===== src/rtl/hdmi_timing_pkg.sv =====
// Shared types and constants for the HDMI video timing sequencer.
// The 1080p60 defaults live here so top-level parameters and the bench agree.
package hdmi_timing_pkg;

    localparam int CW = 12;

    typedef enum logic [1:0] {IDLE, RUN, STOP} state_t;

    typedef struct packed {
        logic [CW-1:0] act;
        logic [CW-1:0] fp;
        logic [CW-1:0] sync;
        logic [CW-1:0] bp;
    } timing_axis_t;

    localparam int H_ACT_1080 = 1920;
    localparam int H_FP_1080  = 88;
    localparam int H_SYNC_1080 = 44;
    localparam int H_BP_1080  = 148;
    localparam int V_ACT_1080 = 1080;
    localparam int V_FP_1080  = 4;
    localparam int V_SYNC_1080 = 5;
    localparam int V_BP_1080  = 36;

    // Two guard bits so four max-size fields never overflow.
    function automatic logic [CW+1:0] total(input timing_axis_t t);
        return {2'b00, t.act} + {2'b00, t.fp} + {2'b00, t.sync} + {2'b00, t.bp};
    endfunction

    function automatic logic timing_ok(input timing_axis_t t);
        return (t.act != '0) && (t.sync != '0);
    endfunction

endpackage


===== src/rtl/hdmi_timing_axis.sv =====
// One timing axis (horizontal or vertical): wrapping counter plus region decode.
module hdmi_timing_axis
    import hdmi_timing_pkg::*;
(
    input  logic          CLK,
    input  logic          RST,
    input  logic          i_clr,
    input  logic          i_adv,
    input  timing_axis_t  i_t,
    output logic [CW-1:0] o_cnt,
    output logic          o_active,
    output logic          o_sync,
    output logic          o_last
);

    localparam logic [CW+1:0] ONE = (CW+2)'(1);

    logic [CW-1:0] r_cnt;
    logic [CW+1:0] w_cnt;
    logic [CW+1:0] w_sync_lo;
    logic [CW+1:0] w_sync_hi;

    assign w_cnt     = {2'b00, r_cnt};
    assign w_sync_lo = {2'b00, i_t.act} + {2'b00, i_t.fp};
    assign w_sync_hi = w_sync_lo + {2'b00, i_t.sync};

    assign o_cnt    = r_cnt;
    assign o_last   = (w_cnt == total(i_t) - ONE);
    assign o_active = (w_cnt < {2'b00, i_t.act});
    assign o_sync   = (w_cnt >= w_sync_lo) && (w_cnt < w_sync_hi);

    always_ff @(posedge CLK or posedge RST) begin
        if (RST)
            r_cnt <= '0;
        else if (i_clr)
            r_cnt <= '0;
        else if (i_adv)
            r_cnt <= o_last ? '0 : r_cnt + CW'(1);
    end

endmodule


===== src/rtl/hdmi_timing_ctrl.sv =====
// Programmable hs/vs/de sequencer with frame-boundary timing updates.
// Optional macro HDMI_TIMING_POLARITY_EN adds setTiming_pol = {hpol,vpol}.
module hdmi_timing_ctrl
    import hdmi_timing_pkg::*;
#(
    parameter int H_ACT  = H_ACT_1080,
    parameter int H_FP   = H_FP_1080,
    parameter int H_SYNC = H_SYNC_1080,
    parameter int H_BP   = H_BP_1080,
    parameter int V_ACT  = V_ACT_1080,
    parameter int V_FP   = V_FP_1080,
    parameter int V_SYNC = V_SYNC_1080,
    parameter int V_BP   = V_BP_1080
) (
    input  logic            CLK,
    input  logic            RST,
    input  logic            setTiming__ENA,
    input  logic [4*CW-1:0] setTiming_h,
    input  logic [4*CW-1:0] setTiming_v,
`ifdef HDMI_TIMING_POLARITY_EN
    input  logic [1:0]      setTiming_pol,
`endif
    output logic            setTiming__RDY,
    input  logic            run__ENA,
    input  logic            run_v,
    output logic            run__RDY,
    output logic            hs,
    output logic            vs,
    output logic            de,
    output logic [CW-1:0]   pixelX,
    output logic [CW-1:0]   pixelY,
    output logic            frameStart__ENA,
    input  logic            frameStart__RDY,
    output logic [7:0]      missed,
    output logic            cfgErr
);

    localparam timing_axis_t H_DEF = '{act: CW'(H_ACT), fp: CW'(H_FP), sync: CW'(H_SYNC), bp: CW'(H_BP)};
    localparam timing_axis_t V_DEF = '{act: CW'(V_ACT), fp: CW'(V_FP), sync: CW'(V_SYNC), bp: CW'(V_BP)};

    state_t         r_state, w_next;
    timing_axis_t   r_h, r_v, r_sh_h, r_sh_v;
    logic           r_pend, r_err;
    logic           r_hs, r_vs, r_de, r_fs;
    logic [CW-1:0]  r_px, r_py;
    logic [7:0]     r_missed;
    logic [1:0]     w_pol;

    logic           w_run, w_frame_end, w_accept, w_ok, w_apply;
    logic [CW-1:0]  w_hc, w_vc;
    logic           w_h_act, w_h_sync, w_h_last;
    logic           w_v_act, w_v_sync, w_v_last;
    timing_axis_t   w_new_h, w_new_v;

    assign w_new_h     = timing_axis_t'(setTiming_h);
    assign w_new_v     = timing_axis_t'(setTiming_v);
    assign w_run       = (r_state != IDLE);
    assign w_frame_end = w_run && w_h_last && w_v_last;
    assign w_accept    = setTiming__ENA && !r_pend;
    assign w_ok        = timing_ok(w_new_h) && timing_ok(w_new_v);
    // Pending is registered, so a request accepted on a frame-end cycle waits a frame.
    assign w_apply     = r_pend && (w_frame_end || (r_state == IDLE));

    hdmi_timing_axis u_h (
        .CLK(CLK), .RST(RST), .i_clr(!w_run), .i_adv(w_run), .i_t(r_h),
        .o_cnt(w_hc), .o_active(w_h_act), .o_sync(w_h_sync), .o_last(w_h_last)
    );

    hdmi_timing_axis u_v (
        .CLK(CLK), .RST(RST), .i_clr(!w_run), .i_adv(w_run && w_h_last), .i_t(r_v),
        .o_cnt(w_vc), .o_active(w_v_act), .o_sync(w_v_sync), .o_last(w_v_last)
    );

    always_comb begin
        w_next = r_state;
        unique case (r_state)
            IDLE:    if (run__ENA && run_v) w_next = RUN;
            RUN:     if (run__ENA && !run_v) w_next = STOP;
            STOP:    if (run__ENA && run_v) w_next = RUN;
                     else if (w_frame_end) w_next = IDLE;
            default: w_next = IDLE;
        endcase
    end

    always_ff @(posedge CLK or posedge RST) begin
        if (RST) begin
            r_state <= IDLE;
            r_h     <= H_DEF;
            r_v     <= V_DEF;
            r_sh_h  <= H_DEF;
            r_sh_v  <= V_DEF;
            r_pend  <= 1'b0;
            r_err   <= 1'b0;
        end else begin
            r_state <= w_next;
            if (w_apply) begin
                r_h    <= r_sh_h;
                r_v    <= r_sh_v;
                r_pend <= 1'b0;
            end else if (w_accept && w_ok) begin
                r_sh_h <= w_new_h;
                r_sh_v <= w_new_v;
                r_pend <= 1'b1;
            end
            if (w_accept && !w_ok)
                r_err <= 1'b1;
        end
    end

`ifdef HDMI_TIMING_POLARITY_EN
    logic [1:0] r_pol, r_sh_pol;
    always_ff @(posedge CLK or posedge RST) begin
        if (RST) begin
            r_pol    <= 2'b00;
            r_sh_pol <= 2'b00;
        end else if (w_apply) begin
            r_pol <= r_sh_pol;
        end else if (w_accept && w_ok) begin
            r_sh_pol <= setTiming_pol;
        end
    end
    assign w_pol = r_pol;
`else
    assign w_pol = 2'b00;
`endif

    // Decode is registered: every output lags the counters by one clock.
    always_ff @(posedge CLK or posedge RST) begin
        if (RST) begin
            r_hs     <= 1'b0;
            r_vs     <= 1'b0;
            r_de     <= 1'b0;
            r_px     <= '0;
            r_py     <= '0;
            r_fs     <= 1'b0;
            r_missed <= 8'd0;
        end else begin
            r_hs <= (w_run && w_h_sync) ^ w_pol[1];
            r_vs <= (w_run && w_v_sync) ^ w_pol[0];
            r_de <= w_run && w_h_act && w_v_act;
            r_px <= (w_run && w_h_act && w_v_act) ? w_hc : '0;
            r_py <= (w_run && w_h_act && w_v_act) ? w_vc : '0;
            r_fs <= w_run && (w_hc == '0) && (w_vc == '0);
            if (r_fs && !frameStart__RDY && (r_missed != 8'hFF))
                r_missed <= r_missed + 8'd1;
        end
    end

    assign setTiming__RDY  = !r_pend;
    assign run__RDY        = 1'b1;
    assign hs              = r_hs;
    assign vs              = r_vs;
    assign de              = r_de;
    assign pixelX          = r_px;
    assign pixelY          = r_py;
    assign frameStart__ENA = r_fs && frameStart__RDY;
    assign missed          = r_missed;
    assign cfgErr          = r_err;

endmodule


===== config.mk =====
export PLATFORM = sky130hd
export DESIGN_NAME = hdmi_timing_ctrl
export DESIGN_NICKNAME = d
export VERILOG_FILES = /design/src/rtl/hdmi_timing_pkg.sv /design/src/rtl/hdmi_timing_axis.sv /design/src/rtl/hdmi_timing_ctrl.sv
export SDC_FILE = /design/constraint.sdc
export NUM_CORES = 1
export LEC_CHECK = 0
export CELL_PAD_IN_SITES_DETAIL_PLACEMENT = 2
export CELL_PAD_IN_SITES_GLOBAL_PLACEMENT = 2
export CORE_MARGIN = 1.5
export CORE_UTILIZATION = 31
export CTS_CLUSTER_SIZE = 20
export DETAILED_ROUTE_END_ITERATION = 16
export GPL_TIMING_DRIVEN = 0
export PLACE_DENSITY_LB_ADDON = 0.12
export SETUP_SLACK_MARGIN = 0.05
export SLEW_MARGIN = 15
export SYNTH_ARGS = -nofsm -noshare
export SYNTH_HDL_FRONTEND = slang
export SYNTH_SLANG_ARGS = --single-unit

===== constraint.sdc =====
create_clock -name CLK -period 9.4 [get_ports CLK]
set_input_delay 1.41 -clock CLK [delete_from_list [all_inputs] [get_ports CLK]]
set_output_delay 1.41 -clock CLK [all_outputs]
set_load 0.01 [all_outputs]

# == Yosys cells after proc, flatten, opt, wreduce, memory -nomap -nowiden ==
# Index checks and enable logic that the tools add are counted.
# classes
n_addsub,11
order_cmp,6
n_eq_ne,9
n_mux,14
bitwise_logic,1
n_reduce_logical,38
# op_table
cell,count
$mux 12,7
$reduce_bool 12->1,4
$add 13x12->14,2
$add 14x12->14,2
$eq 12x14->1,2
$ge 12x14->1,2
$lt 12x14->1,2
$sub 14x1->14 const B,2
$add 12x12->13,2
$add 12x1->12 const B,2
$logic_not 12->1,2
$lt 12x12->1,2
$logic_and 1x1->1,22
$add 8x1->8 const B,1
$mux 2,4
$ne 8x8->1 const B,1
$pmux 2 s3,1
$logic_not 1->1,4
$ne 2x1->1 const B,2
$reduce_bool 2->1,2
$ne 3x3->1 const B,1
$reduce_and 3->1,1
$eq 2x1->1 const B,1
$eq 2x2->1 const B,1
6 further kinds,7
# totals
reg_bits,256
inputBits,102
output_inout_bits,39
word_cells,107

# == Depth between registers and ports, before layout ==
# depth
ltp_word,11
mapped_depth,31
depth_no_buf,28

# == Hierarchy ==
# Synthesis repeated with hierarchy kept, for this count alone.
# unflattened
cells_unflattened,1452
hier_area_um2,16076.7
# modules_own_cells
module,instances,cells_per_inst,area_each_um2,seq_area_each_um2
hdmi_timing_ctrl,1,542,8953.6,5860.6
hdmi_timing_axis (u_v),1,457,3583.4,300.3
hdmi_timing_axis (u_h),1,453,3539.6,300.3

# == Worst setup path before layout ==
# No wires, ideal clock.
# synth_path
path_type,reg-to-reg
start,register r_v[24] (netlist bit)
end,register r_h[0] (netlist bit)
setup_time_ps,125
t_arrival_ps,6155
required_ps,9275
setup_slack_ps,3120
path_stages_with_launch,29
path_buffers,2
synth_period_minus_slack_ps,6280
path_cell_list,dfrtp_1 > ha_1 > fa_1 > a21o_1 > a21oi_1 > o21bai_1 > a31o_2 > a21oi_1 > xnor2_1 > ha_1 > and3_1 > a211oi_1 > o21bai_1 > a21oi_1 > xor2_1 > ha_1 > inv_1 > ha_1 > xor2_2 > nor3b_1 > nor4_2 > o2111ai_1 > or4_1 > nor4_2 > or2_2 > nand2_2 > buf_6 > buf_6 > mux2_4
# synth_via
elab_chain_len,8
# synth_rtl
item,line_no,rtl
from (decl),hdmi_timing_ctrl.sv:42,"timing_axis_t r_h, r_v, r_sh_h, r_sh_v;"
from (signal assigned),hdmi_timing_ctrl.sv:98,r_v <= r_sh_v;
$add 12x12->13,hdmi_timing_pkg.sv:27,"return {2'b00, t.act} + {2'b00, t.fp} + {2'b00, t.sync} + {2'b00, t.bp};"
$add 13x12->14,hdmi_timing_pkg.sv:27,
$add 14x12->14,hdmi_timing_pkg.sv:27,
$sub 14x1->14,hdmi_timing_axis.sv:28,assign o_last = (w_cnt == total(i_t) - ONE);
$eq 12x14->1,hdmi_timing_axis.sv:28,
$logic_and 1x1->1,hdmi_timing_ctrl.sv:58,assign w_frame_end = w_run && w_h_last && w_v_last;
$logic_or 1x1->1,hdmi_timing_ctrl.sv:62,assign w_apply = r_pend && (w_frame_end || (r_state == IDLE));
$logic_and 1x1->1,hdmi_timing_ctrl.sv:62,
to (signal assigned),hdmi_timing_ctrl.sv:97,r_h <= r_sh_h;
to (decl),hdmi_timing_ctrl.sv:42,
# No other way between the ends.
# A chain may end at the register's enable or synchronous reset.

# == Final worst setup path ==
# layout_path
start,register r_v[36] (netlist bit)
end,register r_h[5] (netlist bit)
# The elaborated chain is that of the path after synthesis.

==> metrics.md <==
| Metric | Value |
|---|---|
| Pre-CTS WS | 1.71 ns |
| Hold Crit Class | reg -> reg |
| Nets | 1890 |
| Sum Neg Setup Slack | 0 ns |
| Mapped Cells | 1438 |
| Crit path DAT | 8.18 ns |
| WP buf/inv | 3 |
| Clock Sinks | 256 |
| Synth Warn # | 0 |
| Drt initial violations | 368 |
| Cell family with most CP delay | simple AND/OR/NAND/NOR gates |
| Post-Synth Simple-Gate Area | 9.48% |
| H-tree Lvls | 1 |
| Number of flops mapped to enable cells by yosys | 0 |
| Worst-Margin Slew | 1.09 ns |
| Period minus WS final | 7.71 ns |
| Worst-skew pair later-pin latency | 0.61 ns |
| Worst Path Required | 9.87 ns |
| Final hold violation count | 0 |
| CTS buffer count | 31 |
| Ports | 141 |
| Post-DP HPWL | 36.8 mm |
| First-pass GRT wire length | 74.5 mm |
| Vias in the first global route | 12800 |
| Fmax | 0.130 GHz |
| Multiplexer area fraction after synthesis | 15.0% |
| Setup CP Type | reg -> reg |
| PostCTS Resize Cnt | 0 |
| # rows | 82 |
| Max Cap Viol | 0 |
| Synth area leaders | dfrtp_1 33%, ha_1 13%, mux2_2 11% |
| Post-synthesis sequential area ratio | 40.6% |
| Final setup margin | 1.69 ns |
| Share of the synthesized area in the top cell type | 33.3% |
| CTS tree | done |
| Initial antenna violation count | 0 |
| Crit Path Max Fanout | 10 |
| Rel. slew slack | 27.3% |
| Largest family of logic cells by synthesized area | multiplexers |
| Die X-Extent | 230 um |
| Area of the die | 52700 um^2 |
| Number of port buffers | 139 |
| Initial core utilization | 31.6% |
| Async SR Flop Fraction | 100% |
| Clock Tree Buf Depth | 3 |
| Clk_skew | 0.0304 ns |
| Post-Syn Nets | 1715 |
| Synth Area in XOR/XNOR | 5.75% |
| Post-placement cell count | 2252 |
| Die H | 230 um |
| Slew Limit Fails | 0 |
| CP max stage cell | or4_1 |
| Synthesized cell area | 15900 um^2 |
| Top post-synthesis cells by count | 212 x dfrtp_1, 169 x ha_1, 154 x inv_1, 154 x mux2_2, 58 x a21oi_1 |
| Antenna-violating nets left | 0 |
| Top-count cell post-synth | dfrtp_1 |
| Post-synth top flop | dfrtp_1 |
| Avg Vias per Cell | 4.97 |
| Yosys cell types | 73 |
| Crit share post-route | 82.0% |
| Gr ovfl total | 0 |
| Final setup viols | 0 |
| Post-CTS Setup Repair Bufs | 0 |
| Flops & latches, synth | 256 |
| Largest area contributor in the netlist | dfrtp_1 |
| Via count | 11500 |
| WL/cell | 20.3 um |
| Layout overhead on the synthesized area | 21.2% |
| Detailed Route WL | 46.9 mm |
| Layout cells sized above 1 | 20.8% |
| CP peak stage delay | 0.52 ns |
| Startpoint Class | register |
| Post-Syn Area per Cell | 11.1 um^2 |
| Antenna Cells | 0 |
| # DRC | 0 |
| Root buffer cell | clkbuf_16 |
| Drt pass-1 iters | 4 |
| Non-Filler Instances | 2310 |
| RSZ-0062 raised after global routing | false |
| Post-Synth Adder-Cell Area | 14.1% |
| Worst Setup End Kind | register |
| Global Route Usage Sum | 18.1% |
| RePlAce Congestion | 0.827 |
| Most used cell, CP | ha_1 |
| Final core occ | 38.3% |
| Cts hold-fix bufs | 0 |
| Core Box Area | 50400 um^2 |
| Synth Area in Compound Gates | 10.2% |
| Clock transition at path regs | 0.06 ns |
| Largest net degree at the start of global routing | 87 |
| Status | finished, final reports clean |
state kept, by name, indices dropped and copies added, names as in the netlist, 2 cells and up:
name	cells
r_h	48
r_sh_h	48
r_sh_v	48
r_v	48
pixelX	12
pixelY	12
u_h.o_cnt	12
u_v.o_cnt	12
missed	8
r_state	2
worst paths after layout:
| path | startpoint | depth (start not counted) | end | slack (ns) |
|---|---|---|---|---|
| setup / recovery | r_v[36] | 28 | r_h[5] | 1.69 |
| min in group asynchronous | RST | 2 | pixelX[1] | 1.29 |
| setup reg to reg | r_v[36] | 28 | r_h[5] | 1.69 |
| hold reg to reg | missed[4] | 1 | missed[4] | 0.49 |
| hold / removal | missed[4] | 1 | missed[4] | 0.49 |
| max in group asynchronous | RST | 3 | missed[5] | 7.20 |
metrics by stage:
stage	hold slack (ns)	instance area (um^2)
3_5_place_dp	0.493	18200
4_1_cts	0.505	19300
3_3_place_gp	0.476	18200
5_1_grt	0.520	19300
2_1_floorplan	0.477	15900
6_report	0.490	19300
worst reg2reg max path, delay by kind of cell, from the launching register on:
family / cells / cell delay (ns)
buffers and inverters: 3 / 0.47
XOR/XNOR: 3 / 0.80
multiplexers: 1 / 0.30
flip-flops: 1 / 0.41
adder cells (fa/ha/maj): 5 / 1.61
AO/OA/AOI/OAI: 9 / 1.95
AND/OR/NAND/NOR: 7 / 2.04
cell type report:
cell class              count  area (um^2)
fillers                  5293        31100
multi-input cells         990         8700
flip-flops and latches    256         6460
repair buffers            142         1450
clock buffers              43          901
well taps                 672          841
inverters                 154          586
plain buffers              38          194
clock inverters            15          160
per-layer routing:
layer	part of all wire, %	vias to the layer above	wire length, um	GRT usage, %
li1	-	5442	-	-
met1	49	5847	23200	25.9
met2	46	142	21500	29.4
met3	2.7	47	1260	2.17
met4	1.9	0	885	3.58
met5	0	-	0	0
cells in the final DEF (no fill, tap or decap), types with 8 or more instances in the layout:
| cell type | count |
|---|---|
| a211oi_1 | 10 |
| a21o_1 | 38 |
| a21oi_1 | 58 |
| and2_1 | 27 |
| and3_1 | 11 |
| buf_2 | 8 |
| clkbuf_1 | 28 |
| clkbuf_16 | 31 |
| clkbuf_8 | 8 |
| clkdlybuf4s50_1 | 139 |
| dfrtp_1 | 212 |
| dfstp_2 | 44 |
| ha_1 | 169 |
| inv_1 | 153 |
| mux2_2 | 154 |
| mux2_4 | 40 |
| nand2_1 | 32 |
| nand2b_1 | 16 |
| nand3_1 | 28 |
| nand4_1 | 20 |
| nor2_1 | 44 |
| nor2b_1 | 14 |
| nor3_1 | 14 |
| nor4_1 | 22 |
| o211ai_1 | 10 |
| o21a_1 | 16 |
| o21ai_0 | 37 |
| o21bai_1 | 10 |
| or2_2 | 15 |
| xnor2_1 | 57 |
| xor2_1 | 43 |
cell families (layout without fill, tap and decap cells):
| logic type | Yosys count | in the layout |
|---|---|---|
| simple gates | 270 | 270 |
| flops | 256 | 256 |
| compound gates | 242 | 242 |
| mux | 199 | 199 |
| buf+inv | 192 | 392 |
| fa+ha+maj | 176 | 176 |
| xor+xnor | 102 | 102 |
| other cells | 1 | 1 |
Power is not shown: default switching activity piles up to over one toggle a cycle in this logic, so the estimate is an artifact.
